`config.mk`:
```
export PLATFORM = sky130hd
export DESIGN_NAME = riscv_crypto_fu_ssha512_msched
export DESIGN_NICKNAME = d
export VERILOG_FILES = /design/src/rtl/riscv_crypto_pkg.sv /design/src/rtl/riscv_crypto_fu_ssha512.sv /design/src/rtl/riscv_crypto_fu_ssha512_msched.sv
export SDC_FILE = /design/constraint.sdc
export NUM_CORES = 2
export LEC_CHECK = 0
export ABC_AREA = 0
export BUFFER_PORTS_ARGS = -buffer_cell sky130_fd_sc_hd__buf_2
export CORE_MARGIN = 1
export CORE_UTILIZATION = 61
export CTS_BUF_LIST = sky130_fd_sc_hd__clkbuf_4
export DETAILED_ROUTE_END_ITERATION = 8
export PLACE_DENSITY = 0.78
export SETUP_SLACK_MARGIN = 0.5
export SYNTH_ARGS = -nofsm -noshare
export SYNTH_HDL_FRONTEND = slang
export SYNTH_HIERARCHICAL = 1
export SYNTH_SLANG_ARGS = --single-unit
```
`constraint.sdc`:
```
create_clock -name g_clk -period 6.3 [get_ports g_clk]
set_input_delay 0.945 -clock g_clk [delete_from_list [all_inputs] [get_ports g_clk]]
set_output_delay 0.945 -clock g_clk [all_outputs]
set_load 0.01 [all_outputs]
```
`src/rtl/riscv_crypto_pkg.sv`:
```
// Shared definitions for the riscv_crypto functional units: SHA-512 schedule sizes,
// message-schedule FSM encoding and a 64-bit rotate helper.
package riscv_crypto_pkg;

  localparam int unsigned SHA512_NWORDS   = 80;
  localparam int unsigned SHA512_BLKWORDS = 16;

  typedef enum logic [1:0] {
    StIdle   = 2'd0,
    StLoad   = 2'd1,
    StExpand = 2'd2
  } msched_state_e;

  function automatic logic [63:0] ror64(input logic [63:0] x, input int unsigned n);
    return (x >> n) | (x << (64 - n));
  endfunction

endpackage

```
`src/rtl/riscv_crypto_fu_ssha512.sv`:
```
// SHA-512 sigma/sum functional unit, XLEN=64 flavour. Single-cycle combinational result;
// the op_* selects are one-hot and an all-zero select yields zero.
module riscv_crypto_fu_ssha512
  import riscv_crypto_pkg::*;
#(
  parameter int unsigned XLEN = 64
) (
  input  logic            valid,
  input  logic [XLEN-1:0] rs1,
  input  logic            op_ssha512_sig0,
  input  logic            op_ssha512_sig1,
  input  logic            op_ssha512_sum0,
  input  logic            op_ssha512_sum1,
  output logic            ready,
  output logic [XLEN-1:0] rd
);

  logic [XLEN-1:0] sig0;
  logic [XLEN-1:0] sig1;
  logic [XLEN-1:0] sum0;
  logic [XLEN-1:0] sum1;

  assign sig0 = ror64(rs1, 1)  ^ ror64(rs1, 8)  ^ (rs1 >> 7);
  assign sig1 = ror64(rs1, 19) ^ ror64(rs1, 61) ^ (rs1 >> 6);
  assign sum0 = ror64(rs1, 28) ^ ror64(rs1, 34) ^ ror64(rs1, 39);
  assign sum1 = ror64(rs1, 14) ^ ror64(rs1, 18) ^ ror64(rs1, 41);

  assign rd = ({XLEN{op_ssha512_sig0}} & sig0) |
              ({XLEN{op_ssha512_sig1}} & sig1) |
              ({XLEN{op_ssha512_sum0}} & sum0) |
              ({XLEN{op_ssha512_sum1}} & sum1);

  assign ready = valid;

endmodule

```
`src/rtl/riscv_crypto_fu_ssha512_msched.sv`:
```
// SHA-512 message-schedule expander: loads 16 words into a sliding window and streams
// W[0..79] one per cycle, generating W[t+16] as each word leaves the window.
module riscv_crypto_fu_ssha512_msched
  import riscv_crypto_pkg::*;
#(
  parameter int unsigned NWORDS = SHA512_NWORDS
) (
  input  logic        g_clk,
  input  logic        g_resetn,
  input  logic        flush,
  input  logic        in_valid,
  output logic        in_ready,
  input  logic [63:0] in_word,
  output logic        out_valid,
  input  logic        out_ready,
  output logic [63:0] out_word,
  output logic [6:0]  out_idx,
  output logic        out_last,
  output logic        busy
);

  msched_state_e state_q, state_d;
  logic [3:0]    load_cnt_q, load_cnt_d;
  logic [6:0]    t_q, t_d;
  logic          in_ready_q, in_ready_d;
  logic [63:0]   w_q [SHA512_BLKWORDS];

  logic          shift_en;
  logic [63:0]   shift_in;
  logic [63:0]   sig0_w1;
  logic [63:0]   sig1_w14;
  logic [63:0]   nw;
  logic          in_hs;
  logic          out_hs;
  logic          last_idx;
  logic          unused_ready_sig0;
  logic          unused_ready_sig1;

  riscv_crypto_fu_ssha512 #(
    .XLEN (64)
  ) u_sig0 (
    .valid           (1'b1),
    .rs1             (w_q[1]),
    .op_ssha512_sig0 (1'b1),
    .op_ssha512_sig1 (1'b0),
    .op_ssha512_sum0 (1'b0),
    .op_ssha512_sum1 (1'b0),
    .ready           (unused_ready_sig0),
    .rd              (sig0_w1)
  );

  riscv_crypto_fu_ssha512 #(
    .XLEN (64)
  ) u_sig1 (
    .valid           (1'b1),
    .rs1             (w_q[14]),
    .op_ssha512_sig0 (1'b0),
    .op_ssha512_sig1 (1'b1),
    .op_ssha512_sum0 (1'b0),
    .op_ssha512_sum1 (1'b0),
    .ready           (unused_ready_sig1),
    .rd              (sig1_w14)
  );

  // W[t+16] from the current window; carries out of bit 63 are dropped.
  assign nw = sig1_w14 + w_q[9] + sig0_w1 + w_q[0];

  assign in_hs    = in_valid & in_ready_q;
  assign out_hs   = out_valid & out_ready;
  assign last_idx = (t_q == 7'(NWORDS - 1));

  always_comb begin
    state_d    = state_q;
    load_cnt_d = load_cnt_q;
    t_d        = t_q;
    in_ready_d = in_ready_q;
    shift_en   = 1'b0;
    shift_in   = in_word;
    if (flush) begin
      state_d    = StIdle;
      load_cnt_d = '0;
      t_d        = '0;
      in_ready_d = 1'b1;
    end else begin
      unique case (state_q)
        StIdle: begin
          in_ready_d = 1'b1;
          if (in_hs) begin
            shift_en   = 1'b1;
            load_cnt_d = 4'd1;
            state_d    = StLoad;
          end
        end
        StLoad: begin
          in_ready_d = 1'b1;
          if (in_hs) begin
            shift_en   = 1'b1;
            load_cnt_d = load_cnt_q + 4'd1;
            if (load_cnt_q == 4'(SHA512_BLKWORDS - 1)) begin
              state_d    = StExpand;
              t_d        = '0;
              in_ready_d = 1'b0;
            end
          end
        end
        StExpand: begin
          in_ready_d = 1'b0;
          shift_in   = nw;
          if (out_hs) begin
            shift_en = 1'b1;
            if (last_idx) begin
              state_d    = StIdle;
              t_d        = '0;
              in_ready_d = 1'b1;
            end else begin
              t_d = t_q + 7'd1;
            end
          end
        end
        default: begin
          state_d    = StIdle;
          load_cnt_d = '0;
          t_d        = '0;
          in_ready_d = 1'b1;
        end
      endcase
    end
  end

  // in_ready is registered so it reads 0 while reset is held and rises on the first edge after.
  always_ff @(posedge g_clk or negedge g_resetn) begin
    if (!g_resetn) begin
      state_q    <= StIdle;
      load_cnt_q <= '0;
      t_q        <= '0;
      in_ready_q <= 1'b0;
    end else begin
      state_q    <= state_d;
      load_cnt_q <= load_cnt_d;
      t_q        <= t_d;
      in_ready_q <= in_ready_d;
    end
  end

  always_ff @(posedge g_clk or negedge g_resetn) begin
    if (!g_resetn) begin
      for (int i = 0; i < SHA512_BLKWORDS; i++) begin
        w_q[i] <= '0;
      end
    end else if (shift_en) begin
      for (int i = 0; i < SHA512_BLKWORDS - 1; i++) begin
        w_q[i] <= w_q[i+1];
      end
      w_q[SHA512_BLKWORDS-1] <= shift_in;
    end
  end

  assign in_ready  = in_ready_q;
  assign out_valid = (state_q == StExpand);
  assign out_word  = w_q[0];
  assign out_idx   = t_q;
  assign out_last  = out_valid & last_idx;
  assign busy      = (state_q != StIdle);

endmodule

```
==> impl_metrics.tcl <==
set metrics [dict create \
    path_class "reg2reg" \
    drc 0 \
    post_cts_buffers 0 \
    max_freq_ghz 0.186 \
    layout.nets 6929 \
    htreeDepth 5 \
    outcome "completed" \
    drive_gt1_share_pct 11.2 \
    insertion_delay_ns 1.22 \
    finalSetupViolations 0 \
    wl_um 204000 \
    grt_overflow 0 \
    first_iter_violations 5691 \
    synth_cells 6557 \
    viasPerCell 5.83 \
    fin_hold_ws_ns 0.112 \
    hp-class "in2reg" \
    grt_max_degree 212 \
    skew_ns 0.133 \
    place_congestion 1.07 \
    wl_per_cell_um 25.2 \
    cpPeakStageDelay_ns 0.49 \
    core_sq_um 97300 \
    ant_nets 0 \
    period_needed_ns 5.38 \
    portBuffers 143 \
    vias 47212 \
    r2r_slack_ns 0.92 \
    track_usage_pct 40.9 \
    syn_area_sq_um 60300 \
    syn_to_final_growth_pct 7.23 \
    finalHoldViolCount 0 \
    fp.dieH_um 316 \
    endpoint "w_q[53]" \
    critPathCaptureType "flip-flop" \
    synth-warning-count 6 \
    r2r-end "w_q[53]" \
    dr.pass1.iters 8 \
    clk_pin_slew_ns 0.06 \
    slew_viol_final 0 \
    die_x_um 316 \
    antenna_found_initial 7 \
    clockRootBuffer "clkbuf_4" \
    cp_max_fo 4 \
    dieArea_sq_um 100000 \
    clkSinkCount 1038 \
    crit_slowest_cell "a2111oi_4" \
    arrival_ns 6.48 \
    cts.path.max_buffers 4 \
    crit-reg2reg-launch "w_q[897]" \
    cts_tree "built" \
    startpoint "w_q[897]" \
    numCtsBuffers 289 \
    fin_setup_tns_ns 0 \
    rows 114 \
    hpwl_um 146000 \
    worst_ep_required_time_ns 7.40 \
    rsz0062_at_grt "false" \
    drv_cap 0 \
    synth_area_per_cell_sq_um 9.20 \
    r2r_cells 20 \
    finalCritPeriodShare_pct 85.3 \
    first_global_vias 45117 \
    io_pins 144 \
    start_util_pct 62.0 \
    start_kind "flip-flop" \
    slew_headroom_pct 26.5 \
    hold_start "in_word[4]" \
    grt_pass1_wl_um 295000 \
    crit_chain "xnor2_1 -> xnor2_1 -> a221o_1 -> fa_1 -> inv_1 -> fa_1 -> inv_1 -> ha_1 -> inv_1 -> fa_1 -> and2b_2 -> o2111ai_2 -> a2111oi_4 -> o21ai_1 -> nand2_1 -> a31oi_2 -> o21ai_2 -> a21oi_1 -> or4_1 -> nand3_1" \
    tightest_slew_ns 1.10 \
]
==> registers in the layout, summed over array words and instances, names as in the netlist <==
name and flops:
out_idx 7, state_q 2, load_cnt_q 4, w_q 960, in_ready 1, out_word 64
==> cells in the final DEF, fill, tap and decap left out, types with 18 or more instances in the layout <==
cell	count
nand2_1	2668
dfrtp_1	1038
xnor2_1	428
clkbuf_4	383
inv_1	374
o21ai_0	264
xor3_1	230
buf_4	165
a21oi_1	156
buf_2	142
a22o_1	128
fa_1	126
a221o_1	112
nor2_1	96
ha_1	70
xor2_1	41
clkinv_1	31
nand4_1	27
nor2b_1	20
o21bai_1	19
a31oi_1	19
a21o_1	18
==> cell type report <==
class | instances | area [sq um]
Multi-Input combinational cell | 4630 | 30100
Timing Repair Buffer | 331 | 2360
Inverter | 374 | 1400
Sequential cell | 1038 | 26000
Clock buffer | 383 | 2880
Tap cell | 1276 | 1600
Clock inverter | 51 | 287
Antenna cell | 9 | 22.5
Fill cell | 8029 | 32600
==> worst max-delay path, delay by kind of cell (launching register included) <==
| kind | cells | cell delay [ns] |
|---|---|---|
| xor gates and xnor gates | 2 | 0.40 |
| and+or+nand+nor | 4 | 0.89 |
| adders and majority gates | 4 | 1.41 |
| DFF | 1 | 0.40 |
| AOI/OAI and AO/OA | 7 | 1.98 |
| buffers and inverters | 3 | 0.23 |
==> layer usage <==
metal / part of all wire [%] / up-vias / GRT usage [%]
met2: 43 / 2574 / 58.7
met5: 0.0064 / - / 0
li1: - / 21067 / -
met4: 6.1 / 2 / 22.3
met3: 11 / 544 / 12.2
met1: 40 / 23025 / 56.0
==> stage by stage <==
stage,setup WS [ns],std cells,instance area (sq um),utilization [%]
floorplan,1.55,6565,60300,-
global placement,0.891,7643,61400,63.1
detailed placement,0.845,7643,61400,63.1
CTS,0.808,8083,64600,66.4
global route,0.632,8088,64600,66.5
finish,0.924,8092,64700,66.5
==> worst min path at each step <==
stage | endpoint | depth (start not counted) | slack, ns
6_report | w_q[4] | 3 | 0.11
5_1_grt | w_q[8] | 3 | 0.06
4_1_cts | w_q[4] | 3 | 0.001
3_5_place_dp | w_q[545] | 2 | 0.45
3_3_place_gp | w_q[240] | 2 | 0.44
2_1_floorplan | w_q[113] | 2 | 0.43
==> repair_timing <==
item / 4_1_cts / 5_1_grt
setup endpoints to repair: 0 / 1
endpoints found under the hold margin: 75 / 0
hold buffers: 6 / 0
resized for setup: 0 / 1
Power is not shown: default switching activity piles up to over one toggle a cycle in this logic, so the estimate is an artifact.
